$ cat config.mk
export PLATFORM = sky130hd
export DESIGN_NAME = row_scan_decoder_flat
export DESIGN_NICKNAME = d
export VERILOG_FILES = /design/src/rtl/row_scan_pkg.sv /design/src/rtl/row_scan_decoder_if.sv /design/src/rtl/row_scan_decoder_decoder_n_to_2n.sv /design/src/rtl/row_scan_decoder.sv /design/src/flat_wrapper.sv
export SDC_FILE = /design/constraint.sdc
export NUM_CORES = 1
export LEC_CHECK = 0
export CORE_MARGIN = 5
export CORE_UTILIZATION = 50
export CTS_CLUSTER_DIAMETER = 40
export DETAILED_ROUTE_END_ITERATION = 10
export DONT_BUFFER_PORTS = 1
export HOLD_SLACK_MARGIN = 0.12
export PLACE_DENSITY = 0.76
export SLEW_MARGIN = 20
export SYNTH_ARGS = -nofsm -noshare
export SYNTH_HDL_FRONTEND = slang
export SYNTH_SLANG_ARGS = --single-unit
export TNS_END_PERCENT = 30
$ cat constraint.sdc
create_clock -name clk -period 2.9 [get_ports clk]
set_input_delay 0.29 -clock clk [delete_from_list [all_inputs] [get_ports clk]]
set_output_delay 0.29 -clock clk [all_outputs]
set_load 0.01 [all_outputs]
$ cat src/rtl/row_scan_pkg.sv
// rtl/row_scan_pkg.sv - state enum and counter sizing shared by the row scan decoder
package row_scan_pkg;

  typedef enum logic [1:0] {
    IDLE  = 2'd0,
    BLANK = 2'd1,
    DRIVE = 2'd2
  } state_t;

  // Wide enough to hold the largest terminal count without ever wrapping.
  function automatic int cnt_width(input int dwell, input int blank);
    int top;
    top = (dwell > blank) ? dwell : blank;
    return $clog2(top + 1);
  endfunction

endpackage

$ cat src/rtl/row_scan_decoder_if.sv
// rtl/row_scan_decoder_if.sv - control inputs and row drive outputs of the row scan decoder
interface row_scan_decoder_if #(
  parameter int N = 3
) ();

  logic             ena;
  logic             mode;
  logic [N-1:0]     sel;
  logic [2**N-1:0]  out;
  logic [N-1:0]     row;
  logic             frame_start;

  modport master (
    output ena, mode, sel,
    input  out, row, frame_start
  );

  modport slave (
    input  ena, mode, sel,
    output out, row, frame_start
  );

endinterface

$ cat src/rtl/row_scan_decoder_decoder_n_to_2n.sv
// rtl/row_scan_decoder_decoder_n_to_2n.sv - N-bit index plus enable to 2**N one-hot
module decoder_n_to_2n #(
  parameter int N = 3
) (
  input  logic [N-1:0]    i_idx,
  input  logic            i_en,
  output logic [2**N-1:0] o_onehot
);

  always_comb begin
    o_onehot = '0;
    if (i_en) begin
      o_onehot[i_idx] = 1'b1;
    end
  end

endmodule

$ cat src/rtl/row_scan_decoder.sv
// rtl/row_scan_decoder.sv - scanned or directly selected one-hot row driver with blanking
module row_scan_decoder
  import row_scan_pkg::*;
#(
  parameter int N            = 3,
  parameter int DWELL_CYCLES = 1000,
  parameter int BLANK_CYCLES = 4
) (
  input  logic                clk,
  input  logic                rst,
  row_scan_decoder_if.slave   bus
);

  localparam int W  = 2**N;
  localparam int CW = cnt_width(DWELL_CYCLES, BLANK_CYCLES);
  localparam logic [CW-1:0] BLANK_LAST = CW'(BLANK_CYCLES - 1);
  localparam logic [CW-1:0] DWELL_LAST = CW'(DWELL_CYCLES - 1);

  state_t        r_state;
  state_t        w_state_nx;
  logic [CW-1:0] r_cnt;
  logic [CW-1:0] w_cnt_nx;
  logic [N-1:0]  r_row;
  logic [N-1:0]  w_row_nx;
  logic [W-1:0]  r_out;
  logic [W-1:0]  w_out_nx;
  logic          r_frame_start;
  logic          w_frame_start_nx;
  logic          w_drive_nx;

  always_ff @(posedge clk) begin
    if (rst) begin
      r_state       <= IDLE;
      r_cnt         <= '0;
      r_row         <= '0;
      r_out         <= '0;
      r_frame_start <= 1'b0;
    end else begin
      r_state       <= w_state_nx;
      r_cnt         <= w_cnt_nx;
      r_row         <= w_row_nx;
      r_out         <= w_out_nx;
      r_frame_start <= w_frame_start_nx;
    end
  end

  always_comb begin
    w_state_nx = r_state;
    w_cnt_nx   = r_cnt;
    w_row_nx   = r_row;
    case (r_state)
      IDLE: begin
        if (bus.ena) begin
          w_state_nx = BLANK;
          w_cnt_nx   = '0;
        end
      end
      BLANK: begin
        // The blank always runs to completion; mode only decides which row follows.
        if (r_cnt == BLANK_LAST) begin
          w_state_nx = DRIVE;
          w_cnt_nx   = '0;
          if (bus.mode) begin
            w_row_nx = bus.sel;
          end
        end else begin
          w_cnt_nx = r_cnt + CW'(1);
        end
      end
      DRIVE: begin
        if (bus.mode) begin
          w_cnt_nx = '0;
          if (bus.sel != r_row) begin
            w_state_nx = BLANK;
          end
        end else if (r_cnt == DWELL_LAST) begin
          w_state_nx = BLANK;
          w_cnt_nx   = '0;
          w_row_nx   = r_row + N'(1);
        end else begin
          w_cnt_nx = r_cnt + CW'(1);
        end
      end
      default: begin
        w_state_nx = IDLE;
        w_cnt_nx   = '0;
      end
    endcase
    // Dropping enable beats any pending dwell expiry, so the row never advances here.
    if (!bus.ena) begin
      w_state_nx = IDLE;
      w_cnt_nx   = '0;
      w_row_nx   = r_row;
    end
  end

  assign w_drive_nx       = (w_state_nx == DRIVE);
  assign w_frame_start_nx = w_drive_nx && (r_state != DRIVE) && (w_row_nx == '0);

  decoder_n_to_2n #(
    .N (N)
  ) u_decoder (
    .i_idx    (w_row_nx),
    .i_en     (w_drive_nx),
    .o_onehot (w_out_nx)
  );

  assign bus.out         = r_out;
  assign bus.row         = r_row;
  assign bus.frame_start = r_frame_start;

endmodule

$ cat src/flat_wrapper.sv
// flat-port wrapper written by rule: the top's interface ports become plain ports
module row_scan_decoder_flat import row_scan_pkg::*;
#(
  parameter int N            = 3,
  parameter int DWELL_CYCLES = 1000,
  parameter int BLANK_CYCLES = 4
)
  (clk, rst, bus_ena, bus_mode, bus_sel, bus_out, bus_row, bus_frame_start);
  row_scan_decoder_if #(.N(N)) bus_i ();
  input  logic clk;
  input  logic rst;
  input wire logic [$bits(bus_i.ena)-1:0] bus_ena;
  input wire logic [$bits(bus_i.mode)-1:0] bus_mode;
  input wire logic [$bits(bus_i.sel)-1:0] bus_sel;
  output wire logic [$bits(bus_i.out)-1:0] bus_out;
  output wire logic [$bits(bus_i.row)-1:0] bus_row;
  output wire logic [$bits(bus_i.frame_start)-1:0] bus_frame_start;
  assign bus_i.ena = bus_ena;
  assign bus_i.mode = bus_mode;
  assign bus_i.sel = bus_sel;
  assign bus_out = bus_i.out;
  assign bus_row = bus_i.row;
  assign bus_frame_start = bus_i.frame_start;
  row_scan_decoder #(.N(N), .DWELL_CYCLES(DWELL_CYCLES), .BLANK_CYCLES(BLANK_CYCLES)) u_core (.clk(clk), .rst(rst), .bus(bus_i));
endmodule
==> results of run 1 <==
-- logic make-up after synthesis --
kind of cell,count (synthesis),share of synthesized area
flops,24,0.389
mux,5,0.0466
compound gates,16,0.105
buf+inv,8,0.0253
simple gates,63,0.295
xor+xnor,11,0.0780
fa+ha+maj,6,0.0608
-- final timing paths --
path         depth (start not counted)                      endpoint  slack [ps]                  startpoint
max                                  6  u_core.bus.out[6]$_SDFF_PP0_         520  u_core.r_cnt[0]$_SDFF_PP0_
min                                  2  u_core.r_state[0]$_SDFF_PP0_         190                         rst
max reg2reg                          6  u_core.bus.out[6]$_SDFF_PP0_         520  u_core.r_cnt[0]$_SDFF_PP0_
min reg2reg                          1    u_core.r_cnt[0]$_SDFF_PP0_         480  u_core.r_cnt[0]$_SDFF_PP0_
-- flip-flops by register name, indices dropped and copies added (netlist names) --
signal	flops
u_core.bus.frame_start	1
u_core.bus.out	8
u_core.bus.row	3
u_core.r_cnt	10
u_core.r_state	2
-- cell usage in the layout, fill, tap and decap left out, types with 2 or more instances in the layout --
| master | instances |
|---|---|
| sky130_fd_sc_hd__xor2_1 | 5 |
| sky130_fd_sc_hd__and3_1 | 6 |
| sky130_fd_sc_hd__nand4_1 | 3 |
| sky130_fd_sc_hd__inv_1 | 5 |
| sky130_fd_sc_hd__ha_1 | 6 |
| sky130_fd_sc_hd__nand3_1 | 7 |
| sky130_fd_sc_hd__a211oi_1 | 3 |
| sky130_fd_sc_hd__nor4_1 | 11 |
| sky130_fd_sc_hd__dfxtp_1 | 24 |
| sky130_fd_sc_hd__mux2i_1 | 2 |
| sky130_fd_sc_hd__a211o_1 | 2 |
| sky130_fd_sc_hd__nor2_1 | 17 |
| sky130_fd_sc_hd__clkbuf_4 | 3 |
| sky130_fd_sc_hd__a21oi_1 | 3 |
| sky130_fd_sc_hd__o21ai_0 | 2 |
| sky130_fd_sc_hd__nor3b_1 | 3 |
| sky130_fd_sc_hd__nand2_1 | 6 |
| sky130_fd_sc_hd__or3_1 | 2 |
| sky130_fd_sc_hd__xnor2_1 | 6 |
-- routing by layer --
metal	routed length, µm	global-route usage	up-vias
met5	0	0	-
met4	28	0.0475	0
met3	193	0.0583	4
met2	1090	0.228	23
met1	1140	0.194	471
li1	-	-	494
-- timing repair --
| item | CTS | global route |
|---|---|---|
| setup buffers | 0 | 0 |
| hold buffers | 1 | 0 |
| hold endpoints to repair | 3 | 0 |
-- cell type report --
cell class                      count  area [µm²]
Clock buffer                        3        22.5
Inverter                            5        18.8
Fill cell                         212        1090
Tap cell                           30        37.5
Timing Repair Buffer                1        10.0
Multi-Input combinational cell    101         723
Sequential cell                    24         480
Clock inverter                      1        30.0
-- power by group --
group	internal (mW)	switching [mW]
logic	0.00847	0.0108
clock network	0.140	0.0978
registers	0.331	0.00147
==> impl_metrics.env, run 1 <==
export IMPL_synthTopCellsByArea="sky130_fd_sc_hd__dfxtp_1, sky130_fd_sc_hd__ha_1, sky130_fd_sc_hd__nor4_1, sky130_fd_sc_hd__nor2_1, sky130_fd_sc_hd__xnor2_1"
export IMPL_number_of_gates_resized_after_cts=0
export IMPL_syn_instance_count=133
export IMPL_floorplan_die_area_um2=3560
export IMPL_min_path_type="input port to flop"
export IMPL_synth_ff_type="sky130_fd_sc_hd__dfxtp_1"
export IMPL_postRouteAntennaNets=0
export IMPL_maximum_number_of_pins_on_one_net_before_global_route_repair=15
export IMPL_cp_data_arrival_time_ps=2560
export IMPL_final_count_of_hold_timing_violations=0
export IMPL_cts_htree_levels=1
export IMPL_cp_top_family="simple AND/OR/NAND/NOR gates"
export IMPL_synth_async_sr_flop_share=0
export IMPL_die_h_um=59.7
export IMPL_drt_wirelength_per_cell_um=14.9
export IMPL_worst_skew_pair_late_latency_ps=310
export IMPL_timing_final_ws_setup_ps=522
export IMPL_timing_final_max_slew_violations=0
export IMPL_worst_slew_pin_transition_ps=633
export IMPL_die_w_um=59.7
export IMPL_cts_reportedPaths_clkPinSlew_ps=130
export IMPL_power_per_unit_of_standard_cell_area_nw_per_um2=445
export IMPL_drt_pre_antenna_iters=4
export IMPL_detailed_place_area_um2=1260
export IMPL_timing_setup_tns_ps=0
export IMPL_floorplan_io_pins=19
export IMPL_synthToLayoutAreaGrowth_pct=7.09
export IMPL_cp_end_kind="flop"
export IMPL_outcome="completed"
export IMPL_num_vias=992
export IMPL_fin_crit_ps=2380
export IMPL_number_of_antenna_violations_at_the_first_check_in_global_routing=0
export IMPL_maxClockFrequency_ghz=0.420
export IMPL_worst_endpoint_required_ps=3080
export IMPL_tritoncts_num_buffers=3
export IMPL_ys_seq_elements=24
export IMPL_fin_skew_ps=5.19
export IMPL_synth_top_cells_by_count="sky130_fd_sc_hd__dfxtp_1, sky130_fd_sc_hd__nor2_1, sky130_fd_sc_hd__nor4_1, sky130_fd_sc_hd__nand3_1"
export IMPL_setup_viol_count_final=0
export IMPL_timing_critical_path_slowest_stage_cell="sky130_fd_sc_hd__a221oi_1"
export IMPL_postSynthAreaPerCell_um2=9.29
export IMPL_synth_edff_count=0
export IMPL_relSlewSlack=0.578
export IMPL_fin_util=0.549
export IMPL_critical_path_n_buffers_inverters=0
export IMPL_crit_fanout=6
export IMPL_detail_route_drc_violations=0
export IMPL_tritoncts_num_sinks=24
export IMPL_critical_path_startpoint_type="flop"
export IMPL_initialDrtViolationCount=53
export IMPL_number_of_port_buffers=0
export IMPL_drive_above_1_share=0.119
export IMPL_clock_tree_buffer_depth=2
export IMPL_insertedDiodeCount=0
export IMPL_grt_pass1_wl_um=4060
export IMPL_grt_pass1_vias=902
export IMPL_cap_violations=0
export IMPL_finalCritPeriodShare=0.820
export IMPL_layoutNonFillerInstCount=165
export IMPL_post_layout_net_count=149
export IMPL_clock_root_buffer="sky130_fd_sc_hd__clkbuf_4"
export IMPL_cell_area_after_technology_mapping_um2=1230
export IMPL_grt_use_total=0.150
export IMPL_worst_path_largest_cell_delay_ps=570
export IMPL_place_detailed_instances=160
export IMPL_gp_congestion=0.762
export IMPL_report_power_total_mw=0.589
export IMPL_postRouteWirelength_um=2450
export IMPL_path_cells="ha_1 -> nor3b_4 -> and4_4 -> mux2_1 -> a221oi_1 -> nor4_1"
export IMPL_dp_final_hpwl_um=1900
export IMPL_rsz0062_at_grt="false"
export IMPL_synth_top_area_cell="sky130_fd_sc_hd__dfxtp_1"
export IMPL_synth_largest_type_area_fraction=0.389
export IMPL_criticalPathCategory="flop to flop"
export IMPL_postSynthNetCount=146
export IMPL_avgViaCountPerCell=6.01
export IMPL_total_congestion_overflow_after_global_routing=0
export IMPL_post_synth_num_cell_types=37
export IMPL_floorplan_initialDensity=0.512
export IMPL_core_area_um2=2410
export IMPL_synth_most_common_cell="sky130_fd_sc_hd__dfxtp_1"
export IMPL_synthesis_yosys_warnings=0
export IMPL_postLayoutCellArea_um2=1320
export IMPL_cts_tree="built"
export IMPL_cellLeakagePower_nw=0.502
export IMPL_row_count=18
export IMPL_post_route_hold_slack_ps=188
export IMPL_detailedPlace_worstSlack_ps=559
export IMPL_synth_seq_area_share=0.389
export IMPL_power_ir_vdd_worst_v=0.000254
Note: power is estimated with default switching activity, not from simulation.
==> run 2: changes to the inputs <==
- clock period: 2.9 -> 2.3 ns (I/O delays scaled with it)
==> impl_metrics.env, run 2 (synthesis results as in run 1) <==
export IMPL_outcome="completed"
export IMPL_fin_skew_ps=6.83
export IMPL_cts_tree="built"
export IMPL_dp_final_hpwl_um=2120
export IMPL_worst_endpoint_required_ps=2550
export IMPL_initialDrtViolationCount=34
export IMPL_worst_slew_pin_transition_ps=398
export IMPL_drive_above_1_share=0.211
export IMPL_timing_setup_tns_ps=0
export IMPL_most_common_library_cell_in_the_layout_ignoring_fill_and_taps="sky130_fd_sc_hd__dfxtp_1"
export IMPL_floorplan_die_area_um2=3560
export IMPL_cp_data_arrival_time_ps=2410
export IMPL_final_count_of_hold_timing_violations=0
export IMPL_seq_power_share=0.621
export IMPL_timing_final_ws_setup_ps=142
export IMPL_number_of_port_buffers=0
export IMPL_total_congestion_overflow_after_global_routing=0
export IMPL_cap_violations=0
export IMPL_maximum_number_of_pins_on_one_net_before_global_route_repair=14
export IMPL_num_vias=1038
export IMPL_power_ir_vdd_worst_v=0.000393
export IMPL_postRouteWirelength_um=2880
export IMPL_reg2reg_to="u_core.bus.frame_start$_SDFF_PP0_"
export IMPL_core_area_um2=2410
export IMPL_rr_startpoint="u_core.r_cnt[0]$_SDFF_PP0_"
export IMPL_die_h_um=59.7
export IMPL_worst_setup_path_endpoint="u_core.bus.frame_start$_SDFF_PP0_"
export IMPL_post_layout_net_count=156
export IMPL_drt_pre_antenna_iters=4
export IMPL_avgViaCountPerCell=6.03
export IMPL_rsz0062_at_grt="true"
export IMPL_grt_pass1_wl_um=4690
export IMPL_flip_flop_count_of_the_largest_register_all_copies_and_words_added=10
export IMPL_synthToLayoutAreaGrowth_pct=12.1
export IMPL_setup_slack_of_the_most_critical_reg_to_reg_path_ps=140
export IMPL_setup_viol_count_final=0
export IMPL_cellLeakagePower_nw=0.533
export IMPL_worstSetupStartpoint="u_core.r_cnt[0]$_SDFF_PP0_"
export IMPL_intPower_mw=0.525
export IMPL_floorplan_initialDensity=0.512
export IMPL_cts_reportedPaths_clkPinSlew_ps=140
export IMPL_die_w_um=59.7
export IMPL_clkPwrFrac=0.341
export IMPL_postRouteAntennaNets=0
export IMPL_most_common_layout_cells="sky130_fd_sc_hd__dfxtp_1, sky130_fd_sc_hd__nor2_1, sky130_fd_sc_hd__nor4_1, sky130_fd_sc_hd__nand3_1, sky130_fd_sc_hd__buf_4"
export IMPL_criticalPathCategory="flop to flop"
export IMPL_sw_frac=0.222
export IMPL_total_switching_power_mw=0.149
export IMPL_worst_skew_pair_late_latency_ps=320
export IMPL_grt_pass1_vias=1010
export IMPL_comb_power_share=0.038
export IMPL_register_bank_with_the_most_flops="u_core.r_cnt"
export IMPL_finalCritPeriodShare=0.938
export IMPL_cp_end_kind="flop"
export IMPL_row_count=18
export IMPL_relSlewSlack=0.733
export IMPL_tritoncts_num_buffers=3
export IMPL_cts_htree_levels=1
export IMPL_crit_fanout=5
export IMPL_insertedDiodeCount=0
export IMPL_post_route_hold_slack_ps=191
export IMPL_grt_use_total=0.173
export IMPL_power_per_unit_of_standard_cell_area_nw_per_um2=487
export IMPL_number_of_antenna_violations_at_the_first_check_in_global_routing=0
export IMPL_clock_tree_buffer_depth=2
export IMPL_maxClockFrequency_ghz=0.463
export IMPL_fin_util=0.574
export IMPL_clock_root_buffer="sky130_fd_sc_hd__clkbuf_4"
export IMPL_timing_final_max_slew_violations=0
export IMPL_detail_route_drc_violations=0
export IMPL_fin_crit_ps=2160
export IMPL_rr_worst_depth=6
export IMPL_critical_path_startpoint_type="flop"
export IMPL_gp_congestion=0.808
export IMPL_detailedPlace_worstSlack_ps=107
export IMPL_hold_path_cell_count=2
export IMPL_floorplan_io_pins=19
export IMPL_min_path_type="input port to flop"
export IMPL_tritoncts_num_sinks=24
export IMPL_drt_wirelength_per_cell_um=16.7
==> run 2: worst min path at each step <==
| stage | endpoint | from | slack [ps] |
|---|---|---|---|
| global placement | u_core.bus.row[2]$_SDFF_PP0_ | rst | 310 |
| detailed placement | u_core.bus.row[2]$_SDFF_PP0_ | rst | 310 |
| CTS | u_core.r_state[0]$_SDFF_PP0_ | bus_ena | 200 |
| floorplan | u_core.bus.row[0]$_SDFF_PP0_ | rst | 300 |
| finish | u_core.r_state[0]$_SDFF_PP0_ | bus_ena | 190 |
| global route | u_core.r_state[0]$_SDFF_PP0_ | bus_ena | 190 |
==> run 2: layer usage <==
metal	global-route usage	part of all wire	routed length [µm]
met3	0.0432	0.055	157
met5	0	0	0
met2	0.258	0.48	1370
met1	0.236	0.45	1300
met4	0.0728	0.017	48
==> run 2: through the flow <==
step                total power, mW  area, µm²  instances
finish                        0.674       1380        172
global route                  0.696       1380        172
CTS                           0.678       1340        170
detailed placement            0.450       1300        165
global placement              0.448       1300        165
floorplan                     0.446       1230        133
==> run 2: power by group through the flow <==
stage          registers, mW  logic, mW  clock network, mW
2_1_floorplan          0.428     0.0182                  0
3_5_place_dp           0.428     0.0220                  0
4_1_cts                0.419     0.0249              0.234
3_3_place_gp           0.428     0.0207                  0
5_1_grt                0.420     0.0277              0.248
6_report               0.419     0.0255              0.230
==> run 2: layout make-up <==
type | count | area, µm²
fillers | 218 | 1030
multi-input cells | 101 | 744
flip-flops and latches | 24 | 484
repair buffers | 8 | 62.6
well taps | 30 | 37.5
clock buffers | 4 | 36.3
inverters | 5 | 18.8
==> run 2: repair_timing <==
item                                    in CTS  in global routing
endpoints found under the hold margin        4                  0
resized for setup                            0                  7
setup buffers                                0                  2
endpoints found under the setup margin       0                  9
hold buffers                                 1                  0
==> run 2: critical path: stages, from the launching register on <==
cell,delay [ps]
sky130_fd_sc_hd__dfxtp_2,370
sky130_fd_sc_hd__ha_1,160
sky130_fd_sc_hd__nor3b_4,240
sky130_fd_sc_hd__and4_4,290
sky130_fd_sc_hd__mux2_1,350
sky130_fd_sc_hd__a221o_2,410
sky130_fd_sc_hd__nor4_2,260
==> run 3: changes to the inputs <==
- SETUP_SLACK_MARGIN: not set -> 0.5
==> impl_metrics.env, run 3 (synthesis results as in run 1) <==
export IMPL_outcome="completed"
export IMPL_rr_worst_depth=5
export IMPL_clock_root_buffer="sky130_fd_sc_hd__clkbuf_4"
export IMPL_most_common_layout_cells="sky130_fd_sc_hd__dfxtp_1, sky130_fd_sc_hd__nor2_1, sky130_fd_sc_hd__buf_4, sky130_fd_sc_hd__nand3_1"
export IMPL_critical_path_n_buffers_inverters=0
export IMPL_min_path_type="input port to flop"
export IMPL_cap_violations=0
export IMPL_cts_tree="built"
export IMPL_worst_path_largest_cell_delay_ps=510
export IMPL_row_count=18
export IMPL_setup_viol_count_final=0
export IMPL_insertedDiodeCount=0
export IMPL_detailed_place_area_um2=1300
export IMPL_cellLeakagePower_nw=0.552
export IMPL_register_bank_with_the_most_flops="u_core.r_cnt"
export IMPL_drive_above_1_share=0.357
export IMPL_cp_end_kind="flop"
export IMPL_flip_flop_count_of_the_largest_register_all_copies_and_words_added=10
export IMPL_floorplan_die_area_um2=3560
export IMPL_tritoncts_num_buffers=3
export IMPL_worst_endpoint_required_ps=2550
export IMPL_clkPwrFrac=0.403
export IMPL_cp_top_family="simple AND/OR/NAND/NOR gates"
export IMPL_criticalPathCategory="flop to flop"
export IMPL_intPower_mw=0.609
export IMPL_tritoncts_num_sinks=24
export IMPL_fin_skew_ps=16.6
export IMPL_rr_startpoint="u_core.r_cnt[7]$_SDFF_PP0_"
export IMPL_avgViaCountPerCell=6.17
export IMPL_crit_fanout=7
export IMPL_worst_slew_pin_transition_ps=447
export IMPL_comb_power_share=0.047
export IMPL_drt_wirelength_per_cell_um=17.6
export IMPL_dp_final_hpwl_um=1930
export IMPL_core_area_um2=2410
export IMPL_post_route_hold_slack_ps=198
export IMPL_drt_pre_antenna_iters=4
export IMPL_critical_path_startpoint_type="flop"
export IMPL_cts_reportedPaths_clkPinSlew_ps=140
export IMPL_timing_setup_tns_ps=0
export IMPL_floorplan_io_pins=19
export IMPL_hold_path_cell_count=2
export IMPL_finalCritPeriodShare=0.889
export IMPL_total_switching_power_mw=0.154
export IMPL_number_of_antenna_violations_at_the_first_check_in_global_routing=0
export IMPL_cp_data_arrival_time_ps=2290
export IMPL_rsz0062_at_grt="true"
export IMPL_power_ir_vdd_worst_v=0.000339
export IMPL_path_cells="and4b_4 -> and3_4 -> mux2_4 -> a211o_4 -> nor4_4"
export IMPL_final_count_of_hold_timing_violations=0
export IMPL_worst_skew_pair_late_latency_ps=330
export IMPL_post_layout_net_count=157
export IMPL_relSlewSlack=0.702
export IMPL_num_vias=1068
export IMPL_postRouteAntennaNets=0
export IMPL_total_congestion_overflow_after_global_routing=0
export IMPL_reg2reg_to="u_core.bus.frame_start$_SDFF_PP0_"
export IMPL_die_w_um=59.7
export IMPL_gp_congestion=0.808
export IMPL_sw_frac=0.202
export IMPL_clock_tree_buffer_depth=2
export IMPL_most_common_library_cell_in_the_layout_ignoring_fill_and_taps="sky130_fd_sc_hd__dfxtp_1"
export IMPL_seq_power_share=0.550
export IMPL_detail_route_drc_violations=0
export IMPL_floorplan_initialDensity=0.512
export IMPL_maximum_number_of_pins_on_one_net_before_global_route_repair=15
export IMPL_holdCritStartpoint="bus_ena"
export IMPL_timing_critical_path_slowest_stage_cell="sky130_fd_sc_hd__dfxtp_1"
export IMPL_synthToLayoutAreaGrowth_pct=31.0
export IMPL_grt_pass1_wl_um=4770
export IMPL_grt_pass1_vias=1016
export IMPL_maxClockFrequency_ghz=0.489
export IMPL_whs_endpoint="u_core.r_state[0]$_SDFF_PP0_"
export IMPL_die_h_um=59.7
export IMPL_setup_slack_of_the_most_critical_reg_to_reg_path_ps=260
export IMPL_grt_use_total=0.173
export IMPL_postLayoutCellArea_um2=1620
export IMPL_number_of_port_buffers=0
export IMPL_power_per_unit_of_standard_cell_area_nw_per_um2=471
export IMPL_postRouteWirelength_um=3050
export IMPL_cts_htree_levels=1
export IMPL_fin_crit_ps=2040
export IMPL_timing_final_max_slew_violations=0
export IMPL_initialDrtViolationCount=24
[run 3: changes by cell type in the layout (fill, tap and decap cells not counted), sizes merged]
| cell | delta |
|---|---|
| buf | +1 |
| bufinv | +1 |
| clkbuf | -1 |
[run 3: metal layers]
metal / track usage / share of wire / up-vias
met5: 0 / 0 / -
met4: 0.0854 / 0.028 / 0
met3: 0.0302 / 0.045 / 9
met2: 0.282 / 0.51 / 34
met1: 0.217 / 0.42 / 514
li1: - / - / 511
[run 3: worst max-delay path by stage]
stage                                  from                                 to  slack, ps  cells past startpoint
2_1_floorplan    u_core.r_cnt[0]$_SDFF_PP0_       u_core.bus.out[1]$_SDFF_PP0_        350                      6
3_3_place_gp     u_core.r_cnt[0]$_SDFF_PP0_       u_core.bus.out[2]$_SDFF_PP0_        170                      6
3_5_place_dp   u_core.r_state[0]$_SDFF_PP0_       u_core.bus.out[4]$_SDFF_PP0_        130                      7
4_1_cts          u_core.r_cnt[0]$_SDFF_PP0_       u_core.bus.out[4]$_SDFF_PP0_        290                      6
5_1_grt          u_core.r_cnt[0]$_SDFF_PP0_  u_core.bus.frame_start$_SDFF_PP0_        100                      6
6_report         u_core.r_cnt[7]$_SDFF_PP0_  u_core.bus.frame_start$_SDFF_PP0_        260                      5
[run 3: power by group through the flow]
stage	Clock, mW	Combinational (mW)	Sequential, mW
detailed placement	0	0.0222	0.428
global placement	0	0.0214	0.428
global route	0.333	0.0371	0.420
CTS	0.312	0.0274	0.419
finish	0.307	0.0357	0.419
floorplan	0	0.0186	0.428
[run 3: area by class of cell]
type,instances,area (µm²)
Clock buffer,3,22.5
Clock inverter,1,30.0
Fill cell,171,792
Inverter,5,18.8
Multi-Input combinational cell,101,951
Sequential cell,24,488
Tap cell,30,37.5
Timing Repair Buffer,9,70.1
[run 3: through the flow]
| stage | instances | utilization | setup slack (ps) | power, mW |
|---|---|---|---|---|
| floorplan | 133 | - | 346 | 0.446 |
| global placement | 161 | 0.540 | 173 | 0.449 |
| detailed placement | 161 | 0.540 | 133 | 0.450 |
| CTS | 171 | 0.628 | 290 | 0.758 |
| global route | 173 | 0.671 | 105 | 0.790 |
| finish | 173 | 0.671 | 256 | 0.762 |
[run 3: worst register-to-register path, stage by stage (launching register included)]
cell and delay, ps:
sky130_fd_sc_hd__dfxtp_1 510, sky130_fd_sc_hd__and4b_4 280, sky130_fd_sc_hd__and3_4 190, sky130_fd_sc_hd__mux2_4 310
sky130_fd_sc_hd__a211o_4 380, sky130_fd_sc_hd__nor4_4 300
[run 3: repair_timing]
action | in CTS | in global routing
endpoints found under the hold margin | 4 | 0
buffers inserted | 5 | 2
hold buffers | 1 | 0
setup endpoints to repair | 22 | 22
pin swaps | 11 | 4
gates resized for setup | 19 | 13
